==> config.mk <==
export PLATFORM = sky130hd
export DESIGN_NAME = product_accumulator_flat
export DESIGN_NICKNAME = d
export VERILOG_FILES = /design/src/rtl/mulx_pkg.sv /design/src/rtl/product_accumulator_if.sv /design/src/rtl/acc_saturate.sv /design/src/rtl/product_accumulator.sv /design/src/flat_wrapper.sv
export SDC_FILE = /design/constraint.sdc
export NUM_CORES = 1
export LEC_CHECK = 0
export ABC_CLOCK_PERIOD_IN_PS = 3800
export CAP_MARGIN = 10
export CELL_PAD_IN_SITES_DETAIL_PLACEMENT = 1
export CELL_PAD_IN_SITES_GLOBAL_PLACEMENT = 1
export CORE_ASPECT_RATIO = 2
export CORE_MARGIN = 1
export CORE_UTILIZATION = 32
export CTS_BUF_LIST = sky130_fd_sc_hd__clkbuf_8
export DETAILED_ROUTE_END_ITERATION = 6
export GPL_TIMING_DRIVEN = 0
export PLACE_DENSITY_LB_ADDON = 0.1
export SLEW_MARGIN = 20
export SYNTH_ARGS = -nofsm -noshare
export SYNTH_HDL_FRONTEND = slang
export SYNTH_SLANG_ARGS = --single-unit
==> constraint.sdc <==
create_clock -name clk -period 3.8 [get_ports clk]
set_input_delay 0.57 -clock clk [delete_from_list [all_inputs] [get_ports clk]]
set_output_delay 0.57 -clock clk [all_outputs]
set_load 0.02 [all_outputs]
==> src/rtl/mulx_pkg.sv <==
// Shared widths, FSM states and 64-bit clamp limits for the
// multiplier / product-accumulator datapath.
package mulx_pkg;

  localparam int PROD_W  = 64;
  localparam int GUARD_W = 8;
  localparam int ACC_W   = PROD_W + GUARD_W;
  localparam int LEN_W   = 8;

  typedef enum logic [1:0] {
    IDLE,
    ACCUM,
    DONE
  } state_t;

  localparam logic [PROD_W-1:0] P_MAX =
    {1'b0, {(PROD_W-1){1'b1}}};
  localparam logic [PROD_W-1:0] P_MIN =
    {1'b1, {(PROD_W-1){1'b0}}};

endpackage

==> src/rtl/product_accumulator_if.sv <==
// Product-in / result-out valid-ready bundle of the
// product accumulator.
interface product_accumulator_if;
  import mulx_pkg::*;

  logic              prod_valid;
  logic [PROD_W-1:0] prod;
  logic              prod_ready;
  logic              acc_valid;
  logic              acc_ready;
  logic [ACC_W-1:0]  acc_out;
  logic [PROD_W-1:0] res64;
  logic              acc_sat;

  modport master (
    output prod_valid, prod, acc_ready,
    input  prod_ready, acc_valid,
    input  acc_out, res64, acc_sat
  );

  modport slave (
    input  prod_valid, prod, acc_ready,
    output prod_ready, acc_valid,
    output acc_out, res64, acc_sat
  );

endinterface

==> src/rtl/acc_saturate.sv <==
// Clamps the full-precision accumulator to signed 64 bits
// and flags when the clamp changed the value.
module acc_saturate
  import mulx_pkg::*;
(
  input  logic [ACC_W-1:0]  acc,
  output logic [PROD_W-1:0] res,
  output logic              sat
);

  logic [GUARD_W:0] top;
  logic             ovf;

  // fits in 64 bits only if guard bits copy bit 63
  assign top = acc[ACC_W-1:PROD_W-1];
  assign ovf = ~((&top) | ~(|top));

  always_comb begin
    res = acc[PROD_W-1:0];
    sat = ovf;
    if (ovf) begin
      res = acc[ACC_W-1] ? P_MIN : P_MAX;
    end
  end

endmodule

==> src/rtl/product_accumulator.sv <==
// Sums len signed products into a guarded accumulator.
// PRODUCT_ACCUMULATOR_SAT_EN: clamp res64 instead of truncating.
module product_accumulator
  import mulx_pkg::*;
(
  input  logic             clk,
  input  logic             reset,
  input  logic             en,
  input  logic             start,
  input  logic [LEN_W-1:0] len,
  output logic             busy,
  product_accumulator_if.slave bus
);

  state_t            state;
  state_t            state_d;
  logic [ACC_W-1:0]  acc;
  logic [ACC_W-1:0]  acc_d;
  logic [ACC_W-1:0]  acc_sum;
  logic [ACC_W-1:0]  out_d;
  logic [ACC_W-1:0]  out_q;
  logic [LEN_W-1:0]  count;
  logic [LEN_W-1:0]  len_q;
  logic [PROD_W-1:0] res_d;
  logic [PROD_W-1:0] res_q;
  logic              sat_d;
  logic              sat_q;
  logic              xfer;
  logic              load;
  logic              take_start;

  assign acc_sum = acc +
    {{GUARD_W{bus.prod[PROD_W-1]}}, bus.prod};

  always_comb begin
    state_d    = state;
    acc_d      = acc;
    out_d      = acc_sum;
    xfer       = 1'b0;
    load       = 1'b0;
    take_start = 1'b0;
    unique case (state)
      IDLE: begin
        if (start) begin
          take_start = 1'b1;
          acc_d      = '0;
          if (len != '0) begin
            state_d = ACCUM;
          end else begin
            state_d = DONE;
            out_d   = '0;
            load    = 1'b1;
          end
        end
      end
      ACCUM: begin
        if (bus.prod_valid) begin
          xfer  = 1'b1;
          acc_d = acc_sum;
          if (count == len_q - LEN_W'(1)) begin
            state_d = DONE;
            load    = 1'b1;
          end
        end
      end
      DONE: begin
        if (bus.acc_ready) begin
          state_d = IDLE;
        end
      end
      default: state_d = IDLE;
    endcase
  end

`ifdef PRODUCT_ACCUMULATOR_SAT_EN
  acc_saturate u_sat (
    .acc (out_d),
    .res (res_d),
    .sat (sat_d)
  );
`else
  assign res_d = out_d[PROD_W-1:0];
  assign sat_d = 1'b0;
`endif

  always_ff @(posedge clk) begin
    if (!reset) begin
      state <= IDLE;
      acc   <= '0;
      count <= '0;
      len_q <= '0;
      out_q <= '0;
      res_q <= '0;
      sat_q <= 1'b0;
    end else if (en) begin
      state <= state_d;
      acc   <= acc_d;
      if (take_start) begin
        count <= '0;
        len_q <= len;
      end else if (xfer) begin
        count <= count + LEN_W'(1);
      end
      // result registers change only when a sum completes
      if (load) begin
        out_q <= out_d;
        res_q <= res_d;
        sat_q <= sat_d;
      end
    end
  end

  assign bus.prod_ready = (state == ACCUM);
  assign bus.acc_valid  = (state == DONE);
  assign bus.acc_out    = out_q;
  assign bus.res64      = res_q;
  assign bus.acc_sat    = sat_q;
  assign busy           = (state != IDLE);

endmodule

==> src/flat_wrapper.sv <==
// flat-port wrapper written by rule: the top's interface ports become plain ports
module product_accumulator_flat import mulx_pkg::*;
  (clk, reset, en, start, len, busy, bus_prod_valid, bus_prod, bus_acc_ready, bus_prod_ready, bus_acc_valid, bus_acc_out, bus_res64, bus_acc_sat);
  product_accumulator_if bus_i ();
  input  logic clk;
  input  logic reset;
  input  logic en;
  input  logic start;
  input  logic [LEN_W-1:0] len;
  output logic busy;
  input wire logic [$bits(bus_i.prod_valid)-1:0] bus_prod_valid;
  input wire logic [$bits(bus_i.prod)-1:0] bus_prod;
  input wire logic [$bits(bus_i.acc_ready)-1:0] bus_acc_ready;
  output wire logic [$bits(bus_i.prod_ready)-1:0] bus_prod_ready;
  output wire logic [$bits(bus_i.acc_valid)-1:0] bus_acc_valid;
  output wire logic [$bits(bus_i.acc_out)-1:0] bus_acc_out;
  output wire logic [$bits(bus_i.res64)-1:0] bus_res64;
  output wire logic [$bits(bus_i.acc_sat)-1:0] bus_acc_sat;
  assign bus_i.prod_valid = bus_prod_valid;
  assign bus_i.prod = bus_prod;
  assign bus_i.acc_ready = bus_acc_ready;
  assign bus_prod_ready = bus_i.prod_ready;
  assign bus_acc_valid = bus_i.acc_valid;
  assign bus_acc_out = bus_i.acc_out;
  assign bus_res64 = bus_i.res64;
  assign bus_acc_sat = bus_i.acc_sat;
  product_accumulator u_core (.clk(clk), .reset(reset), .en(en), .start(start), .len(len), .busy(busy), .bus(bus_i));
endmodule
Yosys cells after proc, flatten, opt, wreduce, memory -nomap -nowiden. Index checks and enable logic that the tools add are counted.

Register bits after elaboration: 226. Input port bits: 78. Output and inout port bits: 140. Logic and storage cells: 49.

Add/subtract/negate cells: 3. Eq/ne operators: 7. Multiplexer cells: 23. Reduce and logical (&&, ||, !) cells: 10.

Operators by type and width (count): $mux W72 (5); $pmux W72 S2 (1); $add A72 B72 Y72 (1); $mux W8 (2); $mux W2 (5); $add A8 B1 Y8 const B (1); $eq A8 B8 Y1 (1); $mux W1 (8); $reduce_bool A8 Y1 (1); $sub A8 B1 Y8 const B (1); $ne A2 B2 Y1 const B (3); $pmux W2 S3 (1); $reduce_and A2 Y1 (3); $reduce_bool A2 Y1 (3); $reduce_and A5 Y1 (1); $reduce_and A4 Y1 (1); $eq A2 B1 Y1 const B (1); $eq A2 B2 Y1 const B (1); $logic_not A2 Y1 (1); $ne A2 B1 Y1 const B (1); $pmux W1 S2 (1).

Logic depth before layout (Yosys ltp). Gate-level depths: netlist (run 1).

Depth after elaboration: 6. Depth in mapped cells: 14. Gate-level depth less buffers: 13.

Worst setup path before layout (run 1). No wires, ideal clock.

Path type: input to register. From: in bus_prod[0]. To: reg u_core.acc[60]. Setup time: 0.117 ns. Arrival: 3.316 ns. Data required time: 3.683 ns. Slack: 0.368 ns. Stages on the path: 13. Buffers on the path: 0. Path through: ha_1 > fa_1 > a21oi_1 > o22ai_1 > o31ai_4 > o31ai_4 > o211a_4 > a31oi_2 > o31a_1 > nor4b_4 > a211o_1 > xor2_1 > a22o_1.

Cells in the longest elaborated chain, start to end: 3.

RTL lines: from (decl) (RTL line flat_wrapper.sv:12) `input wire logic [$bits(bus_i.prod)-1:0] bus_prod;`; $add A72 B72 Y72 (RTL line product_accumulator.sv:32) `assign acc_sum = acc +`; $mux W72 (RTL line product_accumulator.sv:57) `if (bus.prod_valid) begin`; $pmux W72 S2 (RTL line product_accumulator.sv:42) `unique case (state)`; to (signal assigned) (RTL line product_accumulator.sv:89) `acc <= '0;`; to (signal assigned) (RTL line product_accumulator.sv:97) `acc <= acc_d;`; to (decl) (RTL line product_accumulator.sv:17) `logic [ACC_W-1:0] acc;`.

No other way between the ends. The select of a mux whose other input is x is not followed. A chain may end at the register's enable or synchronous reset.

Worst setup path after layout (run 1). Same ends and word-level chain as after synthesis.

==> metrics.md, run 1 <==
| Metric | Value |
|---|---|
| GPL Wtd Cong | around 0.87 |
| Die height | 260 µm |
| Mapped Cells | about 1300 |
| HP Start | u_core.bus.acc_out[66] |
| CTS Buf Count | 17 |
| CP Capture Type | flip-flop |
| Post-DP HPWL | about 31000 µm |
| Cells after DPL | about 1900 |
| Leak | 5.65 nW |
| IO Count | 218 |
| Worst Tran Pin Value | between 0.7 and 0.8 ns |
| Top-area cell type share of the netlist area | 30.5% |
| Post-place setup slack | -0.909 ns |
| Gr usage total | roughly 23% |
| Pwr dens | 282 mW/mm² |
| Max-cap violation count | 0 |
| Post-Syn Nets | 1417 |
| # fillers | 3885 |
| Slew headroom | 53.1% |
| Finish-stage setup viols | 0 |
| Worst skew pair latency | 0.50 ns |
| Worst Path Arrival | 4.10 ns |
| Cell Area, Placed | about 0.013 mm² |
| Mean post-synth cell area | approximately 8.4 µm² |
| R2R Path Start | u_core.acc[0] |
| Clock transition at path regs | 0.09 ns |
| Setup TNS | 0 ns |
| Post-detailed-route count of antenna-violating nets | 0 |
| Post-synth top cells | dfxtp_1, a21oi_1, nand2_1 |
| Synthesized flop and latch total | 162 |
| Final period utilization | between 90% and 100% |
| Register area share after synthesis | between 30% and 40% |
| Hold Crit Depth | 2 |
| First-pass GRT wire length | between 50000 and 60000 µm |
| Final critical-path setup slack | 0.0992 ns |
| Residual DRC | 0 |
| Max Fclk | 0.270 GHz |
| Layout area overhead | 30.5% |
| Final WL | between 30000 and 40000 µm |
| Sink Count | approximately 160 |
| Die area | 0.0340 mm² |
| CTS tree | yes |
| Synthesized area | roughly 0.011 mm² |
| Synth Warn # | 0 |
| Clk buf depth | 2 |
| RSZ-0062 raised after global routing | false |
| Fin area | between 0.01 and 0.015 mm² |
| Startpoint type of the worst setup path | input pin |
| Final clock skew | ~0.012 ns |
| Multi-input combinational cell area | 0.00658 mm² |
| Async set or reset register ratio after synthesis | 0% |
| H-Tree Depth | 4 |
| Path depth of the worst reg2reg path | 14 |
| Port bufs | 216 |
| Most used DFF post-synth | dfxtp_1 |
| Initial Utilization | 32.4% |
| Slew Viols, Final | 0 |
| Root Buffer | clkbuf_8 |
| Die X | ~130 µm |
| Tot Pwr | approximately 4 mW |
| Crit Path Class | in -> reg |
| Fin. Hold Viols | 0 |
| Fin crit period | approximately 3.7 ns |
| Netlist cell types | 70 |
| Drt first pass iters | 4 |
| Top-count cell post-synth | dfxtp_1 |
| Status | finished, final reports clean |
| Initial antenna violation count | 2 |
| Iter 0 DRT Violations | 305 |
| Worst setup path start | bus_prod[0] |
| VDD IR max | around 0.00024 V |
| Register area | 0.00324 mm² |
| EDFF count, synth | 0 |
| Critical Path Fanout Max | 5 |
| Core Region | approximately 0.033 mm² |
| Worst Path Required | about 4.2 ns |
| WL/cell | 19.3 µm |
| Ratio of cells with drive above 1 in the final layout | 9.89% |
| Vias | 10300 |
| Vias in the first global route | 11200 |
| Pin count of the biggest net entering global routing | 17 |
| Finished Layout Cells | between 1500 and 2000 |
| Post-DR vias/cell | 5.28 |
| Gr ovfl total | 0 |
| Nets | 1657 |
| Hold Path Class | reg -> reg |
| Hold-fix buffers, CTS | 0 |
| Row count | 94 |
| Post-synth top area cell | dfxtp_1 |
| Synth top area cells | dfxtp_1, ha_1, a22o_1 |
==> flip-flops by register name, summed over array words and instances (netlist names) <==
name / flops
u_core.acc: 72
u_core.count: 8
u_core.len_q: 8
u_core.bus.acc_out: 9
u_core.bus.res64: 63
u_core.state: 2
==> cell type report <==
type | instances | area share [%]
diodes | 1 | 0.0180
plain buffers | 140 | 5.67
clock buffers | 17 | 1.68
clock inverters | 14 | 1.18
inverters | 32 | 0.865
multi-input cells | 930 | 47.4
flip-flops and latches | 162 | 23.3
well taps | 432 | 3.89
repair buffers | 222 | 16.0
==> worst paths after layout <==
kind                       endpoint  slack (ns)
max reg2reg          u_core.acc[60]        0.26
min reg2reg  u_core.bus.acc_out[66]        0.48
max                  u_core.acc[60]         0.1
min          u_core.bus.acc_out[66]        0.48
==> kinds of logic (layout without fill, tap and decap cells) <==
logic type	Yosys count	count (layout)	share of synthesized area (%)
AO/OA/AOI/OAI	436	436	28.8
XOR/XNOR	88	88	7.24
adder cells (fa/ha/maj)	74	74	8.77
buffers and inverters	173	425	8.57
flip-flops	162	162	30.5
multiplexers	2	2	0.188
other	1	2	0.0352
AND/OR/NAND/NOR	329	329	15.9
==> cell usage in the layout (no fill, tap or decap), types with 6 or more instances in the layout <==
| cell type | Yosys | final |
|---|---|---|
| buf_2 | 15 | 15 |
| or2_2 | 6 | 6 |
| a21o_1 | 40 | 40 |
| clkbuf_8 | 0 | 17 |
| nand2_1 | 92 | 92 |
| o211ai_1 | 8 | 8 |
| a21boi_0 | 11 | 10 |
| nand3_1 | 23 | 22 |
| clkdlybuf4s50_1 | 0 | 216 |
| inv_1 | 32 | 33 |
| buf_4 | 65 | 70 |
| nor2b_1 | 73 | 73 |
| o21ai_0 | 56 | 55 |
| ha_1 | 73 | 73 |
| nand4_1 | 24 | 24 |
| nor2_1 | 55 | 54 |
| dfxtp_1 | 162 | 162 |
| o21bai_1 | 18 | 18 |
| a31oi_1 | 13 | 13 |
| a22oi_1 | 63 | 63 |
| xor2_1 | 37 | 37 |
| and3_1 | 7 | 7 |
| a22o_1 | 75 | 75 |
| clkbuf_1 | 61 | 60 |
| nand2b_1 | 11 | 11 |
| nor3_1 | 9 | 8 |
| xnor2_1 | 51 | 50 |
| a21oi_1 | 96 | 94 |
| and2_1 | 9 | 9 |
==> metal layers <==
layer	wire, µm	global-route usage [%]	vias up
met2	22200	46.9	225
met3	1190	3.64	83
met4	1670	12.1	2
met5	13	0	-
li1	-	-	5014
met1	12600	19.7	4973
==> what timing repair did <==
action,CTS,global route
setup buffers,3,3
resized for setup,6,12
endpoints found under the setup margin,23,23
pin swaps,2,5
==> power by group <==
part	total [mW]	internal, mW	switching, mW
logic	0.805	0.320	0.485
registers	1.75	1.73	0.0226
clock network	1.37	0.645	0.721
total	3.92	2.69	1.23
==> worst max-delay path: stages <==
cell and delay (ns):
clkdlybuf4s50_1 0.40, ha_1 0.23, fa_1 0.42, a21oi_2 0.18, o22ai_1 0.17, o31ai_4 0.24
buf_12 0.15, o31ai_4 0.06, o211a_4 0.29, a31oi_2 0.26, o31a_1 0.32, nor4b_4 0.11
a211o_1 0.32, xor2_1 0.17, a22o_1 0.20
==> through the flow <==
step	utilization (%)	hold WS (ns)
5_1_grt	42.3	0.509
2_1_floorplan	-	0.429
3_3_place_gp	40.7	0.457
3_5_place_dp	40.7	0.472
6_report	42.3	0.481
4_1_cts	42.1	0.487
(Power assumes the default switching activity.)
==> inputs of run 2 (changes only) <==
--- a/config.mk
+++ b/config.mk
@@ -9,7 +9,7 @@
 export CAP_MARGIN = 10
 export CELL_PAD_IN_SITES_DETAIL_PLACEMENT = 1
 export CELL_PAD_IN_SITES_GLOBAL_PLACEMENT = 1
-export CORE_ASPECT_RATIO = 2
+export CORE_ASPECT_RATIO = 0.8
 export CORE_MARGIN = 1
 export CORE_UTILIZATION = 32
 export CTS_BUF_LIST = sky130_fd_sc_hd__clkbuf_8
==> run 2 against run 1 <==
Effect of this change: critical path depth shrank 1; die area shrank 0.12%; fmax shrank 1.4%; clock skew grew 0.00079 ns; sequential power is essentially flat; register-to-register slack lost 0.04 ns; combinational power grew 1%; global-route usage shrank 1.3 points.
==> metrics.md, run 2 (synthesis gave the netlist of run 1 again) <==
| Metric | Value |
|---|---|
| Drt first pass iters | 4 |
| Post-DR vias/cell | 5.26 |
| WL/cell | ~19 µm |
| Path depth of the worst reg2reg path | 14 |
| Sink Count | 162 |
| Row count | 59 |
| Biggest register | u_core.acc |
| Gr ovfl total | 0 |
| Status | finished, final reports clean |
| Die height | 165 µm |
| Final clock skew | 0.0132 ns |
| Initial antenna violation count | 0 |
| Final critical-path setup slack | 0.0460 ns |
| VDD IR max | 0.000191 V |
| Cell Chain, Critical Path | clkdlybuf4s50_1 -> ha_1 -> buf_2 -> nand4_4 -> or3_1 -> o211ai_1 -> and4_4 -> nor4_4 -> buf_4 -> o21ba_2 -> nor2_2 -> nand3_1 -> or4_1 -> nand3_1 |
| Pin count of the biggest net entering global routing | 17 |
| Pwr dens | between 200 and 300 mW/mm² |
| H-Tree Depth | 4 |
| Leak | 5.71 nW |
| Worst Path Arrival | between 4 and 5 ns |
| CTS Buf Count | 17 |
| # fillers | 3869 |
| Vias in the first global route | 9964 |
| Critical Path Fanout Max | 7 |
| Worst skew pair latency | 0.50 ns |
| Worst Path Required | 4.24 ns |
| Layout area overhead | 31.7% |
| Final hold slack | 0.469 ns |
| Final period utilization | around 99% |
| Vias | around 10000 |
| Slew headroom | 41.6% |
| Slew Viols, Final | 0 |
| Finish-stage setup viols | 0 |
| Post-place setup slack | -0.908 ns |
| Post-DP HPWL | 28900 µm |
| Slowest library cell on the worst path | clkdlybuf4s50_1 |
| Final WL | 36300 µm |
| Crit Path Class | in -> reg |
| Core Region | 0.0326 mm² |
| Max FFs per register | 72 |
| Gr usage total | between 20% and 30% |
| Max Fclk | 0.266 GHz |
| Most common cell after layout, fill and taps aside | clkdlybuf4s50_1 |
| Iter 0 DRT Violations | ~550 |
| Max-cap violation count | 0 |
| Fin. Hold Viols | 0 |
| Antenna cells | 0 |
| Root Buffer | clkbuf_8 |
| Slowest stage delay, CP | ~0.45 ns |
| Fin crit period | 3.75 ns |
| Initial Utilization | between 30% and 40% |
| Worst Tran Pin Value | a little under 0.9 ns |
| Post-detailed-route count of antenna-violating nets | 0 |
| GPL Wtd Cong | a little under 0.9 |
| Residual DRC | 0 |
| Most frequent CP cell | nand3_1 |
| Clk buf depth | 2 |
| Hold Path Class | reg -> reg |
| Die area | 0.0340 mm² |
| CTS tree | yes |
| Ratio of cells with drive above 1 in the final layout | 9.95% |
| Hold-fix buffers, CTS | 0 |
| CP Capture Type | flip-flop |
| Port bufs | 216 |
| Clock transition at path regs | 0.09 ns |
| IO Count | 218 |
| Nets | 1657 |
| Hold Crit Depth | 2 |
| Startpoint type of the worst setup path | input pin |
| First-pass GRT wire length | 56700 µm |
| Commonest non-fill, non-tap cells in the layout | clkdlybuf4s50_1, dfxtp_1, a21oi_1, nand2_1, a22o_1 |
| Die X | 206 µm |
-- run 2: per-stage QoR --
step                      total power [mW]  cells  TNS [ns]  cell area, µm²  util, %
after global routing                  4.37   1945   -0.0586           14000     43.0
after global placement                2.57   1908    -21.14           13300     40.9
after CTS                             4.19   1942         0           13900     42.5
final                                 4.17   1945         0           14000     43.0
after floorplan                       2.30   1265         0           10600        -
after detailed placement              2.58   1908    -21.46           13300     40.9
-- run 2: where the power goes --
| group | switching [mW] | internal, mW |
|---|---|---|
| combinational | 0.492 | 0.323 |
| clock | 0.717 | 0.885 |
| sequential | 0.0231 | 1.73 |
| total | 1.23 | 2.94 |
-- run 2: cell type report --
cell class	instances	area, µm²	area share [%]
inverters	32	120	0.857
clock inverters	13	231	1.65
multi-input cells	930	6630	47.3
plain buffers	140	788	5.62
repair buffers	222	2210	15.8
flip-flops and latches	162	3240	23.1
well taps	427	534	3.81
clock buffers	19	262	1.87
-- run 2: path summary, 6_finish.rpt --
kind | start | end | slack, ns
max | bus_prod[13] | u_core.acc[70] | 0.05
min | u_core.bus.acc_out[70] | u_core.bus.acc_out[70] | 0.47
max reg2reg | u_core.acc[0] | u_core.acc[58] | 0.22
min reg2reg | u_core.bus.acc_out[70] | u_core.bus.acc_out[70] | 0.47
-- run 2: timing repair --
action,4_1_cts,5_1_grt
setup endpoints to repair,17,34
buffers inserted,2,4
gates resized for setup,1,27
pin swaps,2,8
endpoints found under the hold margin,0,0
-- run 2: worst max-delay path, delay by kind of cell --
family	cells	cell delay, ns
AOI/OAI and AO/OA	2	0.68
adders and majority gates	1	0.30
and+or+nand+nor	8	1.81
buffers and inverters	3	0.81
-- run 2: layer usage --
metal | vias up | global-route usage [%] | routed length, µm
met5 | - | 0 | 0
met4 | 0 | 4.98 | 369
met3 | 27 | 3.59 | 1280
met2 | 176 | 31.7 | 15400
met1 | 5000 | 32.0 | 19200
li1 | 5019 | - | -
==> inputs of run 3 (changes only) <==
--- a/config.mk
+++ b/config.mk
@@ -10,12 +10,12 @@
 export CELL_PAD_IN_SITES_DETAIL_PLACEMENT = 1
 export CELL_PAD_IN_SITES_GLOBAL_PLACEMENT = 1
 export CORE_ASPECT_RATIO = 0.8
-export CORE_MARGIN = 1
 export CORE_UTILIZATION = 32
 export CTS_BUF_LIST = sky130_fd_sc_hd__clkbuf_8
 export DETAILED_ROUTE_END_ITERATION = 6
 export GPL_TIMING_DRIVEN = 0
 export PLACE_DENSITY_LB_ADDON = 0.1
+export RECOVER_POWER = 100
 export SLEW_MARGIN = 20
 export SYNTH_ARGS = -nofsm -noshare
 export SYNTH_HDL_FRONTEND = slang
==> run 3 against run 2 <==
Effect of this change: clock skew hardly changed; routed wire length fell by 0.15%; clock-buffer cell count unchanged; sequential cell count stayed put; combinational power barely moved; power is essentially flat; critical endpoint unchanged; hold slack worse by 0.0052 ns; final cell count is the same; final area hardly changed; register-to-register slack got worse by 0.04 ns; die area unchanged.
==> metrics.md, run 3 (synthesis gave the netlist of run 1 again) <==
| Metric | Value |
|---|---|
| Commonest non-fill, non-tap cells in the layout | dfxtp_1, dlygate4sd3_1, a21oi_1, nand2_1, a22o_1 |
| First-pass GRT wire length | 56700 µm |
| VDD IR max | 0.000192 V |
| Pwr dens | 297 mW/mm² |
| Final period utilization | 98.8% |
| Finished Layout Cells | 1945 |
| Worst setup path start | bus_prod[13] |
| HP Start | u_core.bus.acc_out[70] |
| Gr usage total | between 20% and 30% |
| Slew Viols, Final | 0 |
| Hold Path Class | reg -> reg |
| Most common cell after layout, fill and taps aside | dfxtp_1 |
| Vias in the first global route | around 10000 |
| Gr ovfl total | 0 |
| Worst skew pair latency | 0.50 ns |
| Slew headroom | 41.6% |
| IO Count | 218 |
| Max Fclk | 0.266 GHz |
| Reg2reg end | u_core.bus.acc_out[68] |
| Row count | 59 |
| Die height | 165 µm |
| Layout area overhead | 31.7% |
| Biggest register | u_core.acc |
| Path depth of the worst reg2reg path | 13 |
| Residual DRC | 0 |
| Max-cap violation count | 0 |
| Leak | 6.20 nW |
| CP Capture Type | flip-flop |
| CTS Buf Count | 17 |
| Initial Utilization | 32.6% |
| Core Region | around 0.033 mm² |
| Clk buf depth | 2 |
| Critical Path Fanout Max | 7 |
| Final clock skew | ~0.014 ns |
| Worst Path Required | 4.24 ns |
| Slowest library cell on the worst path | clkdlybuf4s50_1 |
| WP buf/inv | 3 |
| Worst Tran Pin Value | 0.864 ns |
| WL/cell | 18.6 µm |
| Max FFs per register | between 70 and 80 |
| Sink Count | 162 |
| Clock transition at path regs | 0.09 ns |
| Startpoint type of the worst setup path | input pin |
| Initial antenna violation count | 0 |
| Finish-stage setup viols | 0 |
| Cells after DPL | 1908 |
| Drt first pass iters | 4 |
| Fin crit period | 3.76 ns |
| Fin area | 0.0140 mm² |
| Die X | 206 µm |
| Post-DP HPWL | 28900 µm |
| Nets | 1657 |
| Post-DR vias/cell | 5.25 |
| Cell Area, Placed | 0.0133 mm² |
| Die area | 0.0340 mm² |
| Fin. Hold Viols | 0 |
| Iter 0 DRT Violations | 512 |
| Cell Chain, Critical Path | clkdlybuf4s50_1 -> ha_1 -> buf_2 -> nand4_4 -> or3_1 -> o211ai_1 -> and4_4 -> nor4_4 -> buf_4 -> o21ba_2 -> nor2_2 -> nand3_1 -> or4_1 -> nand3_1 |
| Worst Path Arrival | 4.19 ns |
| R2R Path Start | u_core.len_q[0] |
| GPL Wtd Cong | roughly 0.87 |
| Ratio of cells with drive above 1 in the final layout | 9.82% |
| Vias | 10200 |
| Status | finished, final reports clean |
| R2r setup slk | 0.18 ns |
| CTS tree | yes |
| Pin count of the biggest net entering global routing | 17 |
| Port bufs | 216 |
| Most frequent CP cell | nand3_1 |
| Root Buffer | clkbuf_8 |
| Finished Core Util | 43.0% |
| Hold Path Sink | u_core.bus.acc_out[70] |
| Final WL | 36200 µm |
| Antenna cells | 0 |
| H-Tree Depth | 4 |
| Crit Path Class | in -> reg |
| Hold Crit Depth | 2 |
| Post-detailed-route count of antenna-violating nets | 0 |
| Slowest stage delay, CP | between 0.4 and 0.5 ns |
| CP top delay family | simple AND/OR/NAND/NOR gates |
## run 3: cell count changes in the layout (fill, tap and decap cells not counted)
| cell | delta |
|---|---|
| and2_0 | +3 |
| and2_1 | -3 |
| buf_2 | -1 |
| buf_4 | -1 |
| clkbuf_1 | +2 |
| clkdlybuf4s50_1 | -141 |
| dlygate4sd3_1 | +141 |
## run 3: layer usage
| metal | wire length (µm) | global-route usage, % |
|---|---|---|
| met5 | 0 | 0 |
| met4 | 277 | 4.98 |
| met3 | 1330 | 3.59 |
| met2 | 15500 | 31.7 |
| met1 | 19100 | 32.0 |
## run 3: metrics by stage
stage / total power, mW / worst slack, ns / hold WS (ns) / setup TNS [ns]
after global routing: 4.36 / -0.0248 / 0.495 / -0.0586
after CTS: 4.19 / 0.000972 / 0.473 / 0
after detailed placement: 2.58 / -0.908 / 0.452 / -21.46
after global placement: 2.57 / -0.901 / 0.437 / -21.14
after floorplan: 2.30 / 0.368 / 0.429 / 0
final: 4.17 / 0.0440 / 0.463 / 0
## run 3: cell type report
| class | instances | area (µm²) |
|---|---|---|
| repair buffers | 222 | 2210 |
| clock inverters | 13 | 231 |
| multi-input cells | 930 | 6630 |
| fillers | 3869 | 18600 |
| well taps | 427 | 534 |
| flip-flops and latches | 162 | 3240 |
| clock buffers | 19 | 262 |
| plain buffers | 140 | 787 |
| inverters | 32 | 120 |
## run 3: what timing repair did
| item | CTS | global route |
|---|---|---|
| gates resized for setup | 1 | 27 |
| pin swaps | 2 | 8 |
| setup buffers | 2 | 4 |
| endpoints found under the hold margin | 0 | 0 |
| endpoints found under the setup margin | 17 | 34 |
| hold buffers | 0 | 0 |
## run 3: worst max-delay path by stage
stage | to | slack, ns | depth (start not counted)
after floorplan | u_core.acc[60] | 0.37 | 13
after global placement | u_core.bus.res64[58] | -0.90 | 14
after detailed placement | u_core.acc[58] | -0.91 | 14
after CTS | u_core.acc[60] | 0.001 | 15
after global routing | u_core.acc[58] | -0.02 | 14
final | u_core.acc[70] | 0.04 | 14
## run 3: report_power, final
part	internal [mW]	switching [mW]	total (mW)
combinational	0.321	0.492	0.813
clock	0.885	0.718	1.60
sequential	1.73	0.0231	1.75
## run 3: worst min-delay path, cell delays in order (launching register included)
cell and delay, ns:
dfxtp_1 0.33, nand2_1 0.05, o21ai_0 0.06
